### src/rtl/mips_pkg.sv
// Shared encodings for the load/store unit: FSM states, access size codes, default timeout.
// Latency: n/a (types, constants and a pure function only).
// Backpressure: n/a.
package mips_pkg;

   typedef enum logic [1:0] {
      ST_IDLE   = 2'd0,
      ST_ACCESS = 2'd1,
      ST_RESP   = 2'd2
   } lsu_state_t;

   localparam logic [1:0] SZ_BYTE = 2'b00;
   localparam logic [1:0] SZ_HALF = 2'b01;
   localparam logic [1:0] SZ_WORD = 2'b10;

   localparam int TIMEOUT_DEFAULT = 16;

   // Halfwords need an even address, words a word-aligned one; size 11 never passes.
   function automatic logic is_legal(input logic [1:0] size, input logic [1:0] offset);
      logic ok;
      case (size)
         SZ_BYTE: ok = 1'b1;
         SZ_HALF: ok = ~offset[0];
         SZ_WORD: ok = (offset == 2'b00);
         default: ok = 1'b0;
      endcase
      return ok;
   endfunction

endpackage

### src/rtl/load_store_unit_if.sv
// Bundles the pipeline request/response and data-memory signals of the load/store unit.
// Latency: n/a (wiring only).
// Backpressure: pipeline holds its request while busy is high; memory stalls via mem_ready.
interface load_store_unit_if;
   logic        req_valid;
   logic        req_write;
   logic [1:0]  req_size;
   logic        req_signed;
   logic [31:0] req_addr;
   logic [31:0] req_wdata;
   logic        busy;
   logic        rsp_valid;
   logic [31:0] rsp_rdata;
   logic        misalign;
   logic        timeout_err;
   logic [31:0] mem_addr;
   logic [31:0] mem_wdata;
   logic [3:0]  mem_be;
   logic        mem_write_en;
   logic        mem_read_en;
   logic        mem_ready;
   logic [31:0] mem_rdata;

   // Load/store unit side.
   modport slave (
      input  req_valid, req_write, req_size, req_signed, req_addr, req_wdata,
      input  mem_ready, mem_rdata,
      output busy, rsp_valid, rsp_rdata, misalign, timeout_err,
      output mem_addr, mem_wdata, mem_be, mem_write_en, mem_read_en
   );

   // Pipeline plus data-memory side.
   modport master (
      output req_valid, req_write, req_size, req_signed, req_addr, req_wdata,
      output mem_ready, mem_rdata,
      input  busy, rsp_valid, rsp_rdata, misalign, timeout_err,
      input  mem_addr, mem_wdata, mem_be, mem_write_en, mem_read_en
   );
endinterface

### src/rtl/lsu_align.sv
// Lane steering: store byte enables / replicated write data, and load lane extraction with extension.
// Latency: purely combinational.
// Backpressure: none.
module lsu_align
   import mips_pkg::*;
(
   input  logic [1:0]  size,
   input  logic [1:0]  offset,
   input  logic        sign_ext,
   input  logic        write,
   input  logic [31:0] wdata,
   input  logic [31:0] rdata,
   output logic [3:0]  be,
   output logic [31:0] wdata_rep,
   output logic [31:0] rdata_fmt
);

   logic [31:0] lane;

   // Little-endian: shift the addressed byte lane down to bit 0.
   assign lane = rdata >> {offset, 3'b000};

   // Build the store side (enables and replicated data) and the formatted load result.
   always_comb begin
      be        = 4'b0000;
      wdata_rep = wdata;
      rdata_fmt = 32'd0;
      case (size)
         SZ_BYTE: begin
            if (write) be = 4'b0001 << offset;
            wdata_rep = {4{wdata[7:0]}};
            rdata_fmt = {{24{sign_ext & lane[7]}}, lane[7:0]};
         end
         SZ_HALF: begin
            if (write) be = offset[1] ? 4'b1100 : 4'b0011;
            wdata_rep = {2{wdata[15:0]}};
            rdata_fmt = {{16{sign_ext & lane[15]}}, lane[15:0]};
         end
         SZ_WORD: begin
            if (write) be = 4'b1111;
            rdata_fmt = rdata;
         end
         default: ;
      endcase
      // Stores report zero on the response bus.
      if (write) rdata_fmt = 32'd0;
   end

endmodule

### src/rtl/load_store_unit.sv
// Load/store unit: aligns pipeline accesses onto a word memory, with misalign and timeout aborts.
// Latency: accept in cycle N, rsp_valid in N+2 when mem_ready is high on the first ACCESS cycle.
// Backpressure: busy stalls the pipeline outside IDLE; mem_ready low extends ACCESS up to TIMEOUT cycles.
module load_store_unit
   import mips_pkg::*;
#(
   parameter int TIMEOUT = TIMEOUT_DEFAULT
) (
   input logic              clk,
   input logic              rst,
   load_store_unit_if.slave bus
);

   localparam int CW = $clog2(TIMEOUT + 1);

   lsu_state_t  state, state_n;
   logic [CW-1:0] cnt;
   logic        write_q, signed_q;
   logic [1:0]  size_q;
   logic [31:0] addr_q, wdata_q, rdata_q;
   logic        misalign_q, timeout_q;
   logic        accept, illegal, capture, abort;
   logic [3:0]  be_w;
   logic [31:0] wdata_w, rdata_w;

   // Steering works off the latched request so memory outputs stay stable through ACCESS.
   lsu_align u_align (
      .size      (size_q),
      .offset    (addr_q[1:0]),
      .sign_ext  (signed_q),
      .write     (write_q),
      .wdata     (wdata_q),
      .rdata     (bus.mem_rdata),
      .be        (be_w),
      .wdata_rep (wdata_w),
      .rdata_fmt (rdata_w)
   );

   // State register.
   always_ff @(posedge clk or posedge rst) begin
      if (rst) state <= ST_IDLE;
      else     state <= state_n;
   end

   // Next state; mem_ready wins over an expiring counter on the final ACCESS cycle.
   always_comb begin
      state_n = state;
      accept  = 1'b0;
      illegal = 1'b0;
      capture = 1'b0;
      abort   = 1'b0;
      case (state)
         ST_IDLE: begin
            if (bus.req_valid) begin
               if (is_legal(bus.req_size, bus.req_addr[1:0])) begin
                  accept  = 1'b1;
                  state_n = ST_ACCESS;
               end else begin
                  illegal = 1'b1;
               end
            end
         end
         ST_ACCESS: begin
            if (bus.mem_ready) begin
               capture = 1'b1;
               state_n = ST_RESP;
            end else if (cnt <= CW'(1)) begin
               abort   = 1'b1;
               state_n = ST_IDLE;
            end
         end
         ST_RESP: state_n = ST_IDLE;
         default: state_n = ST_IDLE;
      endcase
   end

   // Request latch, timeout counter, response data and error pulses.
   always_ff @(posedge clk or posedge rst) begin
      if (rst) begin
         cnt        <= '0;
         write_q    <= 1'b0;
         signed_q   <= 1'b0;
         size_q     <= SZ_BYTE;
         addr_q     <= 32'd0;
         wdata_q    <= 32'd0;
         rdata_q    <= 32'd0;
         misalign_q <= 1'b0;
         timeout_q  <= 1'b0;
      end else begin
         misalign_q <= illegal;
         timeout_q  <= abort;
         if (accept) begin
            cnt      <= CW'(TIMEOUT);
            write_q  <= bus.req_write;
            signed_q <= bus.req_signed;
            size_q   <= bus.req_size;
            addr_q   <= bus.req_addr;
            wdata_q  <= bus.req_wdata;
         end else if (state == ST_ACCESS && !bus.mem_ready && cnt != '0) begin
            cnt <= cnt - CW'(1);
         end
         if (capture) rdata_q <= rdata_w;
      end
   end

   assign bus.busy         = (state != ST_IDLE);
   assign bus.rsp_valid    = (state == ST_RESP);
   assign bus.rsp_rdata    = rdata_q;
   assign bus.misalign     = misalign_q;
   assign bus.timeout_err  = timeout_q;
   assign bus.mem_addr     = {addr_q[31:2], 2'b00};
   assign bus.mem_wdata    = wdata_w;
   assign bus.mem_be       = be_w;
   assign bus.mem_read_en  = (state == ST_ACCESS) && !write_q;
   assign bus.mem_write_en = (state == ST_ACCESS) && write_q;

endmodule

### src/flat_wrapper.sv
// flat-port wrapper written by rule: the top's interface ports become plain ports
module load_store_unit_flat import mips_pkg::*;
#(
   parameter int TIMEOUT = TIMEOUT_DEFAULT
)
  (clk, rst, bus_req_valid, bus_req_write, bus_req_size, bus_req_signed, bus_req_addr, bus_req_wdata, bus_mem_ready, bus_mem_rdata, bus_busy, bus_rsp_valid, bus_rsp_rdata, bus_misalign, bus_timeout_err, bus_mem_addr, bus_mem_wdata, bus_mem_be, bus_mem_write_en, bus_mem_read_en);
  load_store_unit_if bus_i ();
  input logic clk;
  input logic rst;
  input wire logic [$bits(bus_i.req_valid)-1:0] bus_req_valid;
  input wire logic [$bits(bus_i.req_write)-1:0] bus_req_write;
  input wire logic [$bits(bus_i.req_size)-1:0] bus_req_size;
  input wire logic [$bits(bus_i.req_signed)-1:0] bus_req_signed;
  input wire logic [$bits(bus_i.req_addr)-1:0] bus_req_addr;
  input wire logic [$bits(bus_i.req_wdata)-1:0] bus_req_wdata;
  input wire logic [$bits(bus_i.mem_ready)-1:0] bus_mem_ready;
  input wire logic [$bits(bus_i.mem_rdata)-1:0] bus_mem_rdata;
  output wire logic [$bits(bus_i.busy)-1:0] bus_busy;
  output wire logic [$bits(bus_i.rsp_valid)-1:0] bus_rsp_valid;
  output wire logic [$bits(bus_i.rsp_rdata)-1:0] bus_rsp_rdata;
  output wire logic [$bits(bus_i.misalign)-1:0] bus_misalign;
  output wire logic [$bits(bus_i.timeout_err)-1:0] bus_timeout_err;
  output wire logic [$bits(bus_i.mem_addr)-1:0] bus_mem_addr;
  output wire logic [$bits(bus_i.mem_wdata)-1:0] bus_mem_wdata;
  output wire logic [$bits(bus_i.mem_be)-1:0] bus_mem_be;
  output wire logic [$bits(bus_i.mem_write_en)-1:0] bus_mem_write_en;
  output wire logic [$bits(bus_i.mem_read_en)-1:0] bus_mem_read_en;
  assign bus_i.req_valid = bus_req_valid;
  assign bus_i.req_write = bus_req_write;
  assign bus_i.req_size = bus_req_size;
  assign bus_i.req_signed = bus_req_signed;
  assign bus_i.req_addr = bus_req_addr;
  assign bus_i.req_wdata = bus_req_wdata;
  assign bus_i.mem_ready = bus_mem_ready;
  assign bus_i.mem_rdata = bus_mem_rdata;
  assign bus_busy = bus_i.busy;
  assign bus_rsp_valid = bus_i.rsp_valid;
  assign bus_rsp_rdata = bus_i.rsp_rdata;
  assign bus_misalign = bus_i.misalign;
  assign bus_timeout_err = bus_i.timeout_err;
  assign bus_mem_addr = bus_i.mem_addr;
  assign bus_mem_wdata = bus_i.mem_wdata;
  assign bus_mem_be = bus_i.mem_be;
  assign bus_mem_write_en = bus_i.mem_write_en;
  assign bus_mem_read_en = bus_i.mem_read_en;
  load_store_unit #(.TIMEOUT(TIMEOUT)) u_core (.clk(clk), .rst(rst), .bus(bus_i));
endmodule
### config.mk
export PLATFORM = sky130hd
export DESIGN_NAME = load_store_unit_flat
export DESIGN_NICKNAME = d
export VERILOG_FILES = /design/src/rtl/mips_pkg.sv /design/src/rtl/load_store_unit_if.sv /design/src/rtl/lsu_align.sv /design/src/rtl/load_store_unit.sv /design/src/flat_wrapper.sv
export SDC_FILE = /design/constraint.sdc
export NUM_CORES = 1
export LEC_CHECK = 0
export CAP_MARGIN = 5
export CORE_ASPECT_RATIO = 0.8
export CORE_MARGIN = 4
export CORE_UTILIZATION = 45
export CTS_BUF_LIST = sky130_fd_sc_hd__clkbuf_4
export DETAILED_ROUTE_END_ITERATION = 12
export PLACE_DENSITY = 0.8
export REMOVE_ABC_BUFFERS = 1
export SLEW_MARGIN = 20
export SYNTH_ARGS = -nofsm -noshare
export SYNTH_HDL_FRONTEND = slang
export SYNTH_SLANG_ARGS = --single-unit
export TNS_END_PERCENT = 5
### constraint.sdc
create_clock -name clk -period 4 [get_ports clk]
set_input_delay 0.8 -clock clk [delete_from_list [all_inputs] [get_ports clk]]
set_output_delay 0.8 -clock clk [all_outputs]
set_load 0.01 [all_outputs]
==> flow_metrics.py, run 1 <==
metrics = {
    "pwr": {
        "leakagePower_nw": 3.05,
        "peakVddDrop_mv": 0.435,
        "power_density_nw_per_um2": 668,
    },
    "detailed_routing": {
        "remaining_drc_errors": 0,
        "wl_met3_um": 1330,
        "routed_wl_um": 13700,
        "wl_met1_um": 5440,
        "via_per_inst": 5.46,
        "drt_iter0_markers": 294,
        "ant_nets": 0,
        "avgRoutedWirePerCell_um": 18.2,
        "routed.top_layer": "met4",
        "wl_met2_um": 6740,
        "via_count": 4100,
        "dr.pass1.iters": 5,
    },
    "sta": {
        "finClkSkew_ps": 16.1,
        "hold_violations": 0,
        "finalSetupTns_ps": 0,
        "whs_ps": 506,
        "maxSlewHeadroom": 0.428,
        "slew_viol_final": 0,
        "period_minus_slack_ps": 3100,
        "setup_violations": 0,
        "fmax_ghz": 0.323,
        "worst_pin_slew_ps": 859,
        "fin_crit_sh": 0.775,
        "rsz0062_at_grt": "false",
        "fin_ws_ps": 901,
    },
    "global_routing": {
        "overflow": 0,
        "grt.total_usage": 0.202,
        "grt_first_pass_wirelength_um": 22200,
        "grt_pass1_vias": 4322,
        "grt_start_max_net_pins": 74,
        "antenna_found_initial": 0,
    },
    "cts": {
        "clk_pin_slew_ps": 160,
        "cts_root_buf": "clkbuf_4",
        "clock_latency_ps": 460,
        "cts_hold_buffers": 0,
        "h-tree-depth": 3,
        "ctsLongestPathBuffers": 2,
        "postCtsSetupBuffers": 0,
        "cts_tree": "done",
        "ctsResizeCount": 0,
        "clock_sinks": 109,
        "cts_buffers": 9,
    },
    "finish": {
        "fin_cells": 751,
        "final_nets": 704,
        "multi_input_area_um2": 2160,
        "seqCellArea_um2": 2730,
        "drive_gt1_frac": 0.177,
        "antenna_cells": 0,
        "area_growth_pct": 38.6,
        "fill_cells": 898,
    },
    "critical_path": {
        "cp_slowest_cell": "dfrtp_1",
        "crit_start": "u_core.addr_q[1]",
        "worstReg2RegEnd": "u_core.bus.rsp_rdata[13]",
        "slowest_delay_ps": 900,
        "r2r-start": "u_core.size_q[1]",
        "cp.required_ps": 3200,
        "arrival_ps": 2300,
        "worst-setup-path-type": "reg2out",
        "startpoint_type": "flop",
        "crit_path_end_kind": "output port",
        "path_max_fanout": 18,
        "rr_worst_depth": 5,
        "path_cells": "o21ai_0, a21oi_1, clkdlybuf4s50_1",
        "regToRegSetupSlack_ps": 1670,
    },
    "die": {
        "rows": 35,
        "boundaryPins": 210,
        "core_um2": 11600,
        "start_util": 0.463,
        "die_h_um": 106,
        "dieArea_um2": 13700,
        "die_w_um": 130,
    },
    "worst_hold_path": {
        "hold_depth": 1,
        "hold_start": "u_core.wdata_q[17]",
        "min_to": "u_core.wdata_q[17]",
        "hp-class": "reg2reg",
    },
    "logic_synthesis": {
        "synthXorXnorAreaFrac": 0.00164,
        "synth_compound_area_frac": 0.133,
        "synth_top_family_by_area": "multiplexers",
        "netlist.area_leader.share": 0.509,
        "synthArstFlopShare": 1.00,
        "synthCells": 439,
        "synth_area_leaders": "dfrtp_1 51%, mux2_2 16%, buf_4 5.7%",
        "avgSynthCellArea_um2": 12.2,
        "synthAdderAreaFrac": 0.00467,
        "netlist_area_um2": 5360,
        "ys.warnings.count": 0,
        "yosysUniqueCellTypes": 49,
        "muxShareOfSynthArea": 0.209,
        "synth.yosys.seq_area_share": 0.509,
        "synth-simple-area-share": 0.0547,
        "synth_edf_count": 0,
        "ys.flop_type": "dfrtp_1",
        "ys_ff_latch": 109,
        "synth_area_leader_cell": "dfrtp_1",
    },
    "placed_design": {
        "port_buffers": 207,
        "dp.cells": 735,
        "place_ws_ps": 1060,
        "place_congestion": 0.891,
        "dpl.hpwl_um": 10100,
    },
    "status": {
        "outcome": "complete, no violations",
    },
    "run": {
        "cap_violations": 0,
    },
}
## worst max path at each step
stage                               endpoint  slack, ps  depth (start not counted)
floorplan                   u_core.addr_q[0]        330                          1
global placement    u_core.bus.rsp_rdata[15]       1150                          5
detailed placement  u_core.bus.rsp_rdata[13]       1060                          5
CTS                            bus_mem_be[3]        850                          3
global route                   bus_mem_be[3]        720                          3
finish                         bus_mem_be[3]        900                          3
## cells by family (layout without fill, tap and decap cells)
kind of cell,count (synthesis),in the layout
flops,109,109
simple gates,56,56
compound gates,95,95
fa+ha+maj,2,2
buf+inv,75,238
other cells,1,2
xor+xnor,1,1
mux,100,100
## synthesized netlist by cell type (7+ instances only)
cell type,count
clkbuf_1,8
mux2_2,78
buf_2,13
a221o_1,16
a21oi_1,12
nor2_1,16
a22o_1,7
nand2_1,15
o211ai_1,7
a22oi_1,10
mux2_1,7
dfrtp_1,109
o21ai_0,24
buf_4,41
inv_1,8
mux2i_1,14
## state kept, by name, summed over array words and instances (netlist names)
name and flops:
u_core.cnt 5, u_core.write_q 1, u_core.wdata_q 32, u_core.bus.misalign 1, u_core.bus.rsp_rdata 32, u_core.size_q 2
u_core.signed_q 1, u_core.addr_q 32, u_core.bus.timeout_err 1, u_core.state 2
## cell usage in the layout, fill, tap and decap left out, drive strengths merged, types with 3 or more instances in the layout
cell type      synthesis  routed
clkdlybuf4s50          0     207
dfrtp                109     109
mux2                  85      85
o21ai                 24      24
nor2                  18      18
a221o                 16      16
nand2                 15      15
mux2i                 14      14
a21oi                 13      13
a22oi                 10      10
clkbuf                 8       9
inv                    8       9
o211ai                 7       7
a22o                   7       7
nor2b                  6       6
a2bb2oi                6       6
buf                   58       6
clkinv                 1       4
nor3                   3       3
a211oi                 3       3
## stage by stage
| stage | instance area, um2 | power, mW | utilization |
|---|---|---|---|
| floorplan | 4930 | 3.01 | - |
| global placement | 7260 | 4.30 | 0.628 |
| detailed placement | 7260 | 4.37 | 0.628 |
| CTS | 7420 | 5.01 | 0.642 |
| global route | 7420 | 5.27 | 0.642 |
| finish | 7420 | 4.95 | 0.642 |
## report_power, final
group          switching (mW)  total [mW]  internal, mW
Combinational            1.01        2.48          1.48
Clock                   0.369       0.625         0.256
Sequential              0.335        1.85          1.51
Total                    1.71        4.95          3.25
## per-layer routing
layer  up-vias  track usage
met4         0       0.0460
met5         -            0
met1      2031        0.254
li1       1881            -
met3        18       0.0679
met2       170        0.339
## cell type report
class                      instances  area share
sequential                       109       0.368
timing repair buffer             213       0.289
tap                              148      0.0250
clock inverter                     7      0.0132
multi-input combinational        256       0.292
clock buffer                       9     0.00910
inverter                           9     0.00489
## worst max-delay path: cells and delay by family, from the launching register on
kind | cells | cell delay (ps)
AO/OA/AOI/OAI | 2 | 380
buffers and inverters | 1 | 550
flip-flops | 1 | 900
Note: power is estimated with default switching activity, not from simulation.
==> run 2: changes to the inputs <==
- CORE_UTILIZATION: 45 -> 41
- PLACE_DENSITY: 0.8 -> 0.77
- clock period: 4 -> 2.6 ns (I/O delays scaled with it)
==> run 2 against run 1 <==
  * Register-to-register slack got worse by 1100 ps
  * Setup slack got worse by 830 ps
  * Highest routed layer unchanged
  * First-iteration DRC count fell by 34%
  * Global-route usage fell by 0.51 points
  * Power rose by 52%
  * Sequential power rose by 52%
  * Routed wire length rose by 6.2%
==> flow_metrics.py, run 2 (synthesis results as in run 1) <==
metrics = {
    "status": {
        "outcome": "complete, no violations",
    },
    "critical_path": {
        "crit_path_end_kind": "output port",
        "path_cells": "buf_8, nand2_1, nand2_1, a21oi_1, clkdlybuf4s50_1",
        "cp_slowest_cell": "clkdlybuf4s50_1",
        "path_buf_inv": 2,
        "cp.required_ps": 2080,
        "arrival_ps": 2010,
        "r2r-start": "u_core.addr_q[1]",
        "worst-setup-path-type": "reg2out",
        "path_max_fanout": 39,
        "crit_start": "u_core.size_q[1]",
        "crit_top_cell": "nand2_1",
        "startpoint_type": "flop",
        "critPathTopFamily": "buffers and inverters",
        "slowest_delay_ps": 590,
    },
    "global_routing": {
        "grt.total_usage": 0.197,
        "grt_first_pass_wirelength_um": 23400,
        "grt_pass1_vias": 4531,
        "overflow": 0,
        "grt_start_max_net_pins": 40,
        "antenna_found_initial": 0,
    },
    "sta": {
        "maxSlewHeadroom": 0.537,
        "rsz0062_at_grt": "true",
        "finClkSkew_ps": 17.1,
        "slew_viol_final": 0,
        "hold_violations": 0,
        "period_minus_slack_ps": 2530,
        "finalSetupTns_ps": 0,
        "fin_crit_sh": 0.972,
        "whs_ps": 437,
        "setup_violations": 0,
        "fmax_ghz": 0.396,
        "worst_pin_slew_ps": 693,
    },
    "detailed_routing": {
        "routed_wl_um": 14500,
        "drt_iter0_markers": 195,
        "via_count": 4078,
        "remaining_drc_errors": 0,
        "via_per_inst": 5.19,
        "dr.pass1.iters": 4,
        "wl_met3_um": 1190,
        "routed.top_layer": "met4",
        "wl_met1_um": 5840,
        "wl_met2_um": 7250,
        "ant_nets": 0,
        "avgRoutedWirePerCell_um": 18.5,
    },
    "cts": {
        "postCtsSetupBuffers": 0,
        "clock_sinks": 109,
        "cts_tree": "done",
        "cts_root_buf": "clkbuf_4",
        "h-tree-depth": 3,
        "clk_pin_slew_ps": 180,
        "cts_buffers": 9,
        "ctsLongestPathBuffers": 2,
        "clock_latency_ps": 460,
        "cts_hold_buffers": 0,
    },
    "finish": {
        "post-route-util": 0.590,
        "drive_gt1_frac": 0.193,
        "final_common_cell": "clkdlybuf4s50_1",
        "final_nets": 713,
        "area_growth_pct": 41.2,
        "antenna_cells": 0,
        "layout_common_cells": "198 x clkdlybuf4s50_1, 108 x dfrtp_1, 78 x mux2_2, 24 x o21ai_0, 16 x a221o_1",
    },
    "die": {
        "die_w_um": 136,
        "core_um2": 12800,
        "die_h_um": 110,
        "start_util": 0.418,
        "dieArea_um2": 15000,
        "boundaryPins": 210,
        "rows": 37,
    },
    "pwr": {
        "peakVddDrop_mv": 0.523,
        "leakagePower_nw": 3.17,
        "power_density_nw_per_um2": 998,
    },
    "placed_design": {
        "place_congestion": 0.896,
        "port_buffers": 207,
        "dpl.hpwl_um": 10900,
    },
    "worst_hold_path": {
        "hp-class": "in2async",
    },
    "run": {
        "cap_violations": 0,
    },
}
[run 2: cell count changes in the layout (fill, tap and decap cells not counted)]
cell and delta:
clkdlybuf4s50_1 -9, dlymetal6s2s_1 +9, buf_12 +4, buf_4 +3, bufinv_16 -2, buf_6 +1, buf_8 +1, clkinv_1 -1
clkinv_2 +1, dfrtp_1 -1, dfrtp_2 +1, inv_6 +1, nor2_1 -1, nor2_2 +1
[run 2: area by class of cell]
class	instances	area (um2)
flip-flops and latches	109	2730
fillers	1047	5260
clock buffers	9	67.6
multi-input cells	256	2170
well taps	175	219
repair buffers	222	2290
inverters	9	36.3
clock inverters	6	47.5
[run 2: stage by stage]
step	power [mW]	instance area (um2)	setup WS, ps	cells
2_1_floorplan	4.63	4930	-794	374
4_1_cts	7.64	7520	-30.5	786
6_report	7.55	7560	72.8	786
3_5_place_dp	6.82	7390	175	771
5_1_grt	8.05	7560	-53.1	786
3_3_place_gp	6.71	7390	274	771
[run 2: worst paths after layout]
check                      cells past startpoint  slack (ps)                       end
hold / removal                                 2         440  u_core.bus.rsp_rdata[24]
hold reg to reg                                1         510         u_core.addr_q[31]
setup / recovery                               5          70             bus_mem_be[3]
max in group asynchronous                      3        1580        u_core.wdata_q[17]
min in group clk                               1         510         u_core.addr_q[31]
setup reg to reg                               5         540  u_core.bus.rsp_rdata[19]
[run 2: metal layers]
metal	GRT usage	vias up
li1	-	1886
met3	0.0649	15
met4	0.0496	0
met1	0.240	2034
met5	0	-
met2	0.342	143
[run 2: repair_timing]
action / CTS / global route
hold endpoints to repair: 0 / 0
setup endpoints to repair: 21 / 28
gates resized for setup: 2 / 15
[run 2: power breakdown]
part | total, mW | internal (mW) | switching, mW | leakage [nW]
Sequential | 2.81 | 2.33 | 0.482 | 1.34
Clock | 0.773 | 0.201 | 0.572 | 0.0628
Combinational | 3.96 | 2.32 | 1.64 | 1.77
Total | 7.55 | 4.85 | 2.70 | 3.17
